File: src/rtl/divider_seq_responder_if.sv
// Execute-stage valid/done handshake between the ALU (master) and the
// multicycle divider (slave).
interface divider_seq_responder_if #(
  parameter int WIDTH = 64
);
  logic               valid;
  logic [WIDTH-1:0]   a;
  logic [WIDTH-1:0]   b;
  logic               done;
  logic [2*WIDTH-1:0] res;

  modport master (output valid, a, b, input done, res);
  modport slave  (input valid, a, b, output done, res);
endinterface

File: src/rtl/divider_seq_responder.sv
// Multicycle unsigned restoring divider retiring BITS_PER_CYCLE quotient bits
// per cycle; returns {remainder, quotient} with a one-cycle done pulse.
module divider_seq_responder #(
  parameter int WIDTH          = 64,
  parameter int BITS_PER_CYCLE = 1   // 1, 2 or 4, and must divide WIDTH
) (
  input logic                    clk,
  input logic                    reset,
  divider_seq_responder_if.slave bus
);

  localparam int STEPS = WIDTH / BITS_PER_CYCLE;
  localparam int CNT_W = (STEPS > 1) ? $clog2(STEPS) : 1;
  localparam logic [CNT_W-1:0] LAST = CNT_W'(STEPS - 1);

  typedef enum logic [1:0] {
    IDLE,
    BUSY,
    DONE
  } state_t;

  state_t             state;
  logic [CNT_W-1:0]   count;
  logic [WIDTH-1:0]   rem;       // partial remainder
  logic [WIDTH-1:0]   dq;        // dividend shifts out at MSB, quotient in at LSB
  logic [WIDTH-1:0]   divisor;
  logic [2*WIDTH-1:0] res_q;

  logic [WIDTH-1:0]   rem_next;
  logic [WIDTH-1:0]   dq_next;
  logic [WIDTH:0]     shifted;
  logic               ge;

  // Chain BITS_PER_CYCLE restoring steps combinationally. The compare uses
  // the full WIDTH+1 shifted value; the subtract can stay WIDTH bits because
  // the true difference is always below the divisor.
  // NOTE: every always_comb output gets a default first so no latch is inferred.
  always_comb begin
    rem_next = rem;
    dq_next  = dq;
    shifted  = '0;
    ge       = 1'b0;
    for (int i = 0; i < BITS_PER_CYCLE; i++) begin
      shifted  = {rem_next, dq_next[WIDTH-1]};
      ge       = (shifted >= {1'b0, divisor});
      dq_next  = {dq_next[WIDTH-2:0], ge};
      rem_next = ge ? (shifted[WIDTH-1:0] - divisor) : shifted[WIDTH-1:0];
    end
  end

  // NOTE: sequential state uses non-blocking assignments so every register
  // samples pre-edge values regardless of statement order.
  always_ff @(posedge clk or posedge reset) begin
    if (reset) begin
      state   <= IDLE;
      count   <= '0;
      rem     <= '0;
      dq      <= '0;
      divisor <= '0;
      res_q   <= '0;
    end else begin
      case (state)
        IDLE: begin
          if (bus.valid) begin
            dq      <= bus.a;
            divisor <= bus.b;
            rem     <= '0;
            count   <= '0;
            state   <= BUSY;
          end
        end
        BUSY: begin
          if (!bus.valid) begin
            // Pipeline flush: drop the operation, keep the last result.
            state <= IDLE;
          end else begin
            rem   <= rem_next;
            dq    <= dq_next;
            count <= count + CNT_W'(1);
            if (count == LAST) begin
              res_q <= {rem_next, dq_next};
              state <= DONE;
            end
          end
        end
        DONE: begin
          state <= IDLE;
        end
        default: begin
          state <= IDLE;
        end
      endcase
    end
  end

  assign bus.done = (state == DONE);
  assign bus.res  = res_q;

endmodule

File: src/flat_wrapper.sv
// flat-port wrapper written by rule: the top's interface ports become plain ports
module divider_seq_responder_flat 
#(
  parameter int WIDTH          = 64,
  parameter int BITS_PER_CYCLE = 1                                      
)
  (clk, reset, bus_valid, bus_a, bus_b, bus_done, bus_res);
  divider_seq_responder_if #(.WIDTH(WIDTH)) bus_i ();
  input logic clk;
  input logic reset;
  input wire logic [$bits(bus_i.valid)-1:0] bus_valid;
  input wire logic [$bits(bus_i.a)-1:0] bus_a;
  input wire logic [$bits(bus_i.b)-1:0] bus_b;
  output wire logic [$bits(bus_i.done)-1:0] bus_done;
  output wire logic [$bits(bus_i.res)-1:0] bus_res;
  assign bus_i.valid = bus_valid;
  assign bus_i.a = bus_a;
  assign bus_i.b = bus_b;
  assign bus_done = bus_i.done;
  assign bus_res = bus_i.res;
  divider_seq_responder #(.WIDTH(WIDTH), .BITS_PER_CYCLE(BITS_PER_CYCLE)) u_core (.clk(clk), .reset(reset), .bus(bus_i));
endmodule
File: config.mk
export PLATFORM = sky130hd
export DESIGN_NAME = divider_seq_responder_flat
export DESIGN_NICKNAME = d
export VERILOG_FILES = /design/src/rtl/divider_seq_responder_if.sv /design/src/rtl/divider_seq_responder.sv /design/src/flat_wrapper.sv
export SDC_FILE = /design/constraint.sdc
export NUM_CORES = 1
export LEC_CHECK = 0
export ABC_AREA = 1
export BUFFER_PORTS_ARGS = -buffer_cell sky130_fd_sc_hd__buf_2
export CAP_MARGIN = 20
export CORE_ASPECT_RATIO = 1.2
export CORE_MARGIN = 2
export CORE_UTILIZATION = 52
export CTS_BUF_LIST = sky130_fd_sc_hd__clkbuf_16
export CTS_CLUSTER_DIAMETER = 80
export CTS_CLUSTER_SIZE = 25
export DETAILED_ROUTE_END_ITERATION = 6
export GPL_ROUTABILITY_DRIVEN = 0
export GPL_TIMING_DRIVEN = 0
export MAX_ROUTING_LAYER = met4
export PLACE_DENSITY = 0.84
export SLEW_MARGIN = 5
export SYNTH_ARGS = -nofsm -noshare
export SYNTH_HDL_FRONTEND = slang
export SYNTH_SLANG_ARGS = --single-unit
File: constraint.sdc
create_clock -name clk -period 12.2 [get_ports clk]
set_clock_uncertainty 0.15 [all_clocks]
set_input_delay 0.61 -clock clk [delete_from_list [all_inputs] [get_ports clk]]
set_output_delay 0.61 -clock clk [all_outputs]
set_load 0.02 [all_outputs]
### After elaboration in Yosys (flattened, before gate mapping)

Cells that the tools add are included.

| storage, ports and cells | value |
|---|---|
| bits in registers | 328 |
| input bits | 131 |
| output and inout port bits | 129 |

| cells by class | value |
|---|---|
| $add $sub $neg | 2 |
| order comparisons | 1 |
| eq/ne operators | 6 |
| muxes and demuxes | 14 |
| reduce and logical (&&, ||, !) cells | 6 |

Operators by type and width:

| operator | number |
|---|---|
| 2-to-1 mux 64 bit | 5 |
| one-hot mux 64 bit (2 select lines) | 2 |
| greater-or-equal comparator 65 x 64 -> 1 bit | 1 |
| subtractor 64 bit | 1 |
| 2-to-1 mux 6 bit | 2 |
| one-hot mux 6 bit (2 select lines) | 1 |
| adder 6 x 1 -> 6 bit, second input constant | 1 |
| == test 6 bit, second input constant | 1 |
| 2-to-1 mux 2 bit | 3 |
| AND reduction 3 bit | 2 |
| inequality test 2 bit, second input constant | 2 |
| one-hot mux 2 bit (2 select lines) | 1 |
| AND reduction 2 bit | 2 |
| inequality test 3 x 2 -> 1 bit, second input constant | 1 |
| == test 2 x 1 -> 1 bit, second input constant | 1 |
| == test 2 bit, second input constant | 1 |
| zero test 2 bit | 1 |
| nonzero test 2 bit | 1 |

### Longest topological paths before layout

Gate-level depths: netlist (run 1).

| logic depth | value |
|---|---|
| word-level depth | 4 |
| gate-level depth with buffers | 21 |
| gate-level depth less buffers | 19 |

### Worst setup path before layout (run 1)

No wires, ideal clock.

| timing | value |
|---|---|
| path kind | register to register |
| start | register u_core.rem[6] |
| end | register u_core.res_q[102], in the netlist u_core.bus.res[102] |
| setup time | 118 ps |
| arrival | 2092 ps |
| required time | 11932 ps |
| slack | 9840 ps |
| stages on the path, launching flop included | 20 |
| clock period less this slack | 2360 ps |
| path through | dfrtp_1 -> ha_1 -> nand2_1 -> inv_1 -> nand2_1 -> nand2_1 -> inv_1 -> nand3_2 -> nand2_1 -> nand2_2 -> nand2_1 -> nand2_1 -> nand2_1 -> nand2_2 -> inv_2 -> buf_6 -> buf_6 -> nand2_2 -> nand3_1 -> nand2_1 |

| between the ends | value |
|---|---|
| cells in the longest elaborated chain, start to end | 2 |

RTL lines:

| element | RTL line | text |
|---|---|---|
| start: declaration | divider_seq_responder.sv:24 | `logic [WIDTH-1:0] rem;` |
| start signal: assignment | divider_seq_responder.sv:77 | `rem <= rem_next;` |
| subtractor 64 bit / greater-or-equal comparator 65 x 64 -> 1 bit (equally long branches) | divider_seq_responder.sv:47, divider_seq_responder.sv:45 |  |
| 2-to-1 mux 64 bit (*) | divider_seq_responder.sv:47 | `rem_next = ge ? (shifted[WIDTH-1:0] - divisor) : shifted[WIDTH-1:0];` |
| end signal: assignment | divider_seq_responder.sv:81 | `res_q <= {rem_next, dq_next};` |
| end: declaration | divider_seq_responder.sv:27 | `logic [2*WIDTH-1:0] res_q;` |

Every way passes the cells marked *; elsewhere a longest branch is shown, timed or not.
A chain may end at the register's enable or synchronous reset.

### Worst setup path in the final report (run 1)

| timing | value |
|---|---|
| start | register u_core.state[1] |
| end | register u_core.divisor[58] |

| between the ends | value |
|---|---|
| cells in the longest elaborated chain, start to end | 2 |

RTL lines:

| element | RTL line | text |
|---|---|---|
| start: declaration | divider_seq_responder.sv:22 | `state_t state;` |
| start signal: assignment | divider_seq_responder.sv:55 | `state <= IDLE;` |
| start signal: assignment | divider_seq_responder.sv:69 | `state <= BUSY;` |
| start signal: assignment | divider_seq_responder.sv:75 | `state <= IDLE;` |
| zero test 2 bit | divider_seq_responder.sv:62 | `case (state)` |
| AND reduction 2 bit (no line) | -- |  |
| end signal: assignment | divider_seq_responder.sv:66 | `divisor <= bus.b;` |
| end: declaration | divider_seq_responder.sv:26 | `logic [WIDTH-1:0] divisor;` |

No other way between the ends.

==> results of run 1 <==
-- area by class of cell --
cell class | count | area, um^2 | area share
Multi-Input combinational cell | 1929 | 9240 | 0.415
Inverter | 480 | 1810 | 0.0812
Buffer | 90 | 460 | 0.0207
Clock inverter | 7 | 83.8 | 0.00376
Clock buffer | 19 | 475 | 0.0213
Sequential cell | 328 | 8210 | 0.368
Timing Repair Buffer | 264 | 1400 | 0.0630
Tap cell | 480 | 601 | 0.0270
-- state kept, by name (all words and copies together), names as in the netlist --
name and cells:
u_core.state 2, u_core.divisor 64, u_core.dq 64, u_core.rem 64, u_core.bus.res 128, u_core.count 6
-- cells in the mapped netlist (all sizes together), types with 11 or more instances --
cell type  number
dfrtp         328
nand2        1265
ha             65
nand4          11
nor3           13
nor2          127
buf            37
inv           479
o21ai         146
a21oi          47
xor2           29
clkbuf         53
nand3         132
o221ai         62
-- worst min path at each step --
stage               slack, ns  cells after the start                              end                             from
global placement         0.31                      2  u_core.bus.res[122]$_DFFE_PP0P_  u_core.bus.res[122]$_DFFE_PP0P_
floorplan                0.30                      2    u_core.divisor[0]$_DFFE_PP0P_    u_core.divisor[0]$_DFFE_PP0P_
CTS                      0.11                      3   u_core.divisor[49]$_DFFE_PP0P_                        bus_b[49]
detailed placement       0.31                      2   u_core.bus.res[88]$_DFFE_PP0P_   u_core.bus.res[88]$_DFFE_PP0P_
global route             0.12                      3   u_core.divisor[61]$_DFFE_PP0P_                        bus_b[61]
finish                   0.12                      3   u_core.divisor[36]$_DFFE_PP0P_                        bus_b[36]
-- cell families (layout without fill, tap and decap cells) --
group	after synthesis	count (layout)	share of synthesized area
AOI/OAI and AO/OA	260	260	0.0783
buffers and inverters	570	860	0.115
xor gates and xnor gates	35	35	0.0156
DFF	328	328	0.416
adders and majority gates	66	66	0.0423
and+or+nand+nor	1568	1568	0.333
-- metal layers --
layer  up-vias  wire length [um]  global-route usage
li1       9222                 -                   -
met5         -                 0                   -
met2       718             28000               0.520
met3       174              4130              0.0385
met1      8570             22600               0.346
met4         0              2750               0.127
-- tightest hold or removal path, cell delays in order --
cell and delay (ns):
buf_2 0.07, nand2_1 0.04, o21ai_0 0.06
-- cells in the final DEF, fill, tap and decap left out, types with 4 or more instances in the layout --
| master | Yosys | layout |
|---|---|---|
| ha_1 | 65 | 65 |
| nand3_1 | 131 | 131 |
| nand3b_1 | 6 | 6 |
| xor2_1 | 29 | 29 |
| nor2_2 | 14 | 14 |
| buf_6 | 5 | 5 |
| o21ai_0 | 145 | 145 |
| nand2_4 | 30 | 30 |
| nand4_1 | 11 | 11 |
| inv_2 | 11 | 11 |
| buf_1 | 8 | 8 |
| o221ai_1 | 62 | 62 |
| clkbuf_1 | 53 | 53 |
| nor3_1 | 13 | 13 |
| nand2_2 | 52 | 52 |
| dfrtp_1 | 328 | 328 |
| clkbuf_16 | 0 | 19 |
| inv_1 | 468 | 468 |
| nand2_1 | 1183 | 1183 |
| nor4_1 | 7 | 7 |
| a21oi_1 | 47 | 47 |
| xnor2_1 | 6 | 6 |
| buf_4 | 4 | 4 |
| nor2_1 | 112 | 112 |
| buf_2 | 17 | 276 |
-- power groups by stage --
stage | logic [mW] | registers, mW | clock network [mW]
2_1_floorplan | 0.398 | 1.21 | 0
3_3_place_gp | 0.541 | 1.22 | 0
3_5_place_dp | 0.554 | 1.22 | 0
4_1_cts | 0.559 | 1.20 | 0.701
5_1_grt | 0.636 | 1.21 | 0.735
6_report | 0.563 | 1.20 | 0.686
-- per-stage QoR --
step                TNS (ns)  setup slack [ns]  instance area [um^2]  total power [mW]
floorplan                  0              2.36                 19700              1.61
global placement     -289.52            -0.922                 21600              1.76
detailed placement         0              8.06                 21700              1.77
CTS                        0              8.37                 22300              2.46
global route               0              8.23                 22300              2.58
finish                     0              8.36                 22300              2.45
-- repair_timing --
action / 4_1_cts / 5_1_grt
endpoints found under the hold margin: 60 / 0
setup endpoints to repair: 0 / 0
gates resized for setup: 0 / 0
hold buffers: 1 / 0
==> impl_metrics.ini, run 1 <==
[clocking]
htreeDepth = 1
cts.path.max_buffers = 3
cts_root_buf = clkbuf_16
clock_sinks = 328
post_cts_buffers = 0
path_clk_slew_ns = 0.10
cts_tree = yes
cts_buffers = 18
clk_latency_ns = 0.54

[grt]
grt_first_pass_wirelength_um = 90500
grt_max_degree = 114
grt_usage = 0.298
antenna_found_initial = 0
grt_pass1_vias = 17905
gr-total-overflow = 0

[timing]
fin_crit_ns = 3.84
slew_violations = 0
holdWs_ns = 0.120
rsz0062_at_grt = no
final-hold-violation-count = 0
max_freq_ghz = 0.261
worstMarginPinSlew_ns = 1.19
slew-limit-headroom = 0.208
setup_viol = 0
finalCritPeriodShare = 0.314

[critical_path]
path_cells = nor2_1 -> clkinv_1 -> nor2_1 -> clkbuf_1 -> clkbuf_1 -> o21ai_0
reg2reg_slack_ns = 8.36
reg2regPathDepth = 6
cp_slowest_cell = clkbuf_1
crit_family = buffers and inverters
startpoint = u_core.state[1]$_DFFE_PP0P_
worstPathArrival_ns = 4.08
start_kind = register
path_depth = 6
critPathMaxStageDelay_ns = 0.91
crit_buf_inv = 3
critPathCapture = u_core.divisor[58]$_DFFE_PP0P_
r2r-start = u_core.state[1]$_DFFE_PP0P_
crit_fanout = 10
path_class = reg -> reg
cp.required_ns = 12.44
r2r_end = u_core.divisor[58]$_DFFE_PP0P_
cp-end-kind = register

[yosys]
synth_top_cell_by_area = dfrtp_1
ys_top_cells_by_area = dfrtp_1 (42%), nand2_1 (23%), inv_1 (8.9%)
ys_types = 37
synthFlopType = dfrtp_1
syn_area_per_cell_um2 = 6.97
yosys.area.top_type_share = 0.416
syn-num-nets = 3024
ys_ff_latch = 328
yosys_warnings = 0
synth_edf_count = 0
synthCells = 2827
seq_area_frac_synth = 0.416
syn_area_um2 = 19700
async_flop_share = 1.00

[flow_run]
maxCapViolCount = 0

[placed_design]
dp.cells = 3570
numPortBuffers = 259
hpwl_um = 46100

[power_and_ir_drop]
p_sw_frac = 0.324
p_clk_frac = 0.280
ir_drop_mv = 0.127
netSwitchingPower_mw = 0.793
power_frac_comb = 0.230
internal-power_mw = 1.65
powerDensity_nw_per_um2 = 110
leakage_nw = 13.0
seqPwrFrac = 0.490

[route]
vias_per_cell = 5.19
vias = 18684
antenna_left = 0
wl_per_cell_um = 16.0
drtIter0Drc = 1546
drc = 0
drt_wl_total_um = 57400
first_pass_iters = 5

[hold_path]
hold_path_class = in -> reg

[finish]
drive_gt1_frac = 0.137
final_util = 0.593
final_nets = 3308
area_growth_syn_to_layout_pct = 13.0
diodes = 0
instances_no_fill = 3597
fillCellCount = 3536

[outcome]
status = finished, final reports clean

[floorplan]
die_w_um = 182
dieArea_um2 = 39500
fp.dieH_um = 217
start_util = 0.525
pin_count = 260
core_um2 = 37600
rows = 78
(Power assumes the default switching activity.)
==> run 2: changes to the inputs <==
--- a/config.mk
+++ b/config.mk
@@ -18,7 +18,7 @@
 export GPL_ROUTABILITY_DRIVEN = 0
 export GPL_TIMING_DRIVEN = 0
 export MAX_ROUTING_LAYER = met4
-export PLACE_DENSITY = 0.84
+export PLACE_DENSITY = 0.87
 export SLEW_MARGIN = 5
 export SYNTH_ARGS = -nofsm -noshare
 export SYNTH_HDL_FRONTEND = slang
==> constraint.sdc (replaced) <==
create_clock -name clk -period 3.4 [get_ports clk]
set_clock_uncertainty 0.15 [all_clocks]
set_input_delay 0.17 -clock clk [delete_from_list [all_inputs] [get_ports clk]]
set_output_delay 0.17 -clock clk [all_outputs]
set_load 0.02 [all_outputs]
==> impl_metrics.ini, run 2 (synthesis results as in run 1) <==
[outcome]
status = finished, final reports clean

[route]
vias_per_cell = 5.25
drtIter0Drc = 1921
wl_per_cell_um = 16.4
vias = 19567
antenna_left = 0
drt_wl_total_um = 61200
drc = 0
first_pass_iters = 6

[power_and_ir_drop]
ir_drop_mv = 0.298
p_total_mw = 8.87
p_clk_frac = 0.268
power_frac_comb = 0.246
p_sw_frac = 0.327
leakage_nw = 13.6
netSwitchingPower_mw = 2.90
seqPwrFrac = 0.486
powerDensity_nw_per_um2 = 375
internal-power_mw = 5.97

[floorplan]
die_w_um = 182
dieArea_um2 = 39500
start_util = 0.525
core_um2 = 37600
pin_count = 260
rows = 78
fp.dieH_um = 217

[critical_path]
crit_family = buffers and inverters
cp.required_ns = 3.65
crit_fanout = 10
cp-end-kind = register
cp_common_cell = nor2_1
worstPathArrival_ns = 3.36
path_cells = nor2_1 -> clkinv_2 -> nor2_1 -> clkbuf_2 -> clkbuf_1 -> o21ai_0
reg2regPathDepth = 6
path_class = reg -> reg
critPathMaxStageDelay_ns = 0.61
crit_buf_inv = 3
cp_slowest_cell = nor2_1
path_depth = 6
start_kind = register

[placed_design]
numPortBuffers = 259
dp.cells = 3576
hpwl_um = 46000
post_dp_cell_area_um2 = 21800

[clocking]
cts_root_buf = clkbuf_16
cts_buffers = 18
clock_sinks = 328
post_cts_buffers = 0
htreeDepth = 1
cts.path.max_buffers = 3
path_clk_slew_ns = 0.10
cts_tree = yes
clk_latency_ns = 0.54

[finish]
instances_no_fill = 3730
final_util = 0.630
final_cell_mix = nand2_1 (1183), inv_1 (467), dfrtp_1 (328)
final_nets = 3443
fillCellCount = 3283
drive_gt1_frac = 0.134
area_growth_syn_to_layout_pct = 20.0
diodes = 0
largest_reg_flops = 128
final_common_cell = nand2_1
fin_area_um2 = 23700

[timing]
rsz0062_at_grt = no
fin_crit_ns = 3.11
setup_tns_ns = 0
slew-limit-headroom = 0.451
finalCritPeriodShare = 0.914
worstMarginPinSlew_ns = 0.823
setup_viol = 0
slew_violations = 0
final-hold-violation-count = 0
max_freq_ghz = 0.322

[grt]
antenna_found_initial = 0
grt_max_degree = 42
grt_first_pass_wirelength_um = 96500
grt_usage = 0.317
grt_pass1_vias = 18731
gr-total-overflow = 0

[hold_path]
min_path_cells = 6
hold_path_class = in -> reg

[flow_run]
maxCapViolCount = 0
run 2: cell types whose count changed in the layout (fill, tap and decap cells not counted), moves of 3 or more:
cell	delta
dlygate4sd3_1	+129
buf_12	+8
clkbuf_1	-3
clkbuf_2	+3
run 2: worst reg2reg max path, delay by kind of cell, from the launching register on:
kind            cells  cell delay, ns
simple gates        2            0.90
flops               1            0.41
buf+inv             3            1.34
compound gates      1            0.16
run 2: through the flow:
| step | hold slack (ns) | setup WS (ns) |
|---|---|---|
| floorplan | 0.137 | -1.30 |
| detailed placement | 0.0170 | -0.341 |
| global route | 0.207 | 0.0872 |
| finish | 0.174 | 0.292 |
| CTS | 0.138 | 0.178 |
| global placement | 0.226 | -3.02 |
run 2: repair_timing:
action / CTS / global route
gates resized for setup: 3 / 4
endpoints found under the hold margin: 188 / 0
pin swaps: 0 / 0
setup endpoints to repair: 128 / 12
hold buffers: 130 / 0
run 2: power groups by stage:
stage / clock, mW / sequential [mW] / combinational [mW]
after floorplan: 0 / 4.36 / 1.43
after global routing: 2.55 / 4.34 / 2.45
after detailed placement: 0 / 4.38 / 2.00
after CTS: 2.42 / 4.30 / 2.14
after global placement: 0 / 4.37 / 1.93
final: 2.38 / 4.31 / 2.19
run 2: path summary, 6_finish.rpt:
path,startpoint,end,slack [ns]
max,u_core.state[1]$_DFFE_PP0P_,u_core.divisor[14]$_DFFE_PP0P_,0.29
min,bus_valid,u_core.rem[31]$_DFFE_PP0P_,0.17
max reg2reg,u_core.state[1]$_DFFE_PP0P_,u_core.divisor[14]$_DFFE_PP0P_,0.29
min reg2reg,u_core.bus.res[102]$_DFFE_PP0P_,u_core.bus.res[102]$_DFFE_PP0P_,0.33
max in group asynchronous,reset,u_core.bus.res[124]$_DFFE_PP0P_,1.12
min in group asynchronous,reset,u_core.bus.res[52]$_DFFE_PP0P_,0.64
run 2: per-layer routing:
layer,up-vias,track usage,share of wire
met5,-,-,0
li1,9464,-,-
met3,212,0.0467,0.081
met1,9032,0.373,0.39
met4,0,0.157,0.055
met2,859,0.533,0.48
run 2: cell type report:
| type | count | area, um^2 | share of cell area |
|---|---|---|---|
| Tap cell | 480 | 601 | 0.0254 |
| Buffer | 90 | 464 | 0.0196 |
| Clock inverter | 5 | 58.8 | 0.00249 |
| Timing Repair Buffer | 399 | 2800 | 0.118 |
| Clock buffer | 19 | 475 | 0.0201 |
| Sequential cell | 328 | 8210 | 0.347 |
| Inverter | 480 | 1810 | 0.0764 |
| Multi-Input combinational cell | 1929 | 9240 | 0.391 |
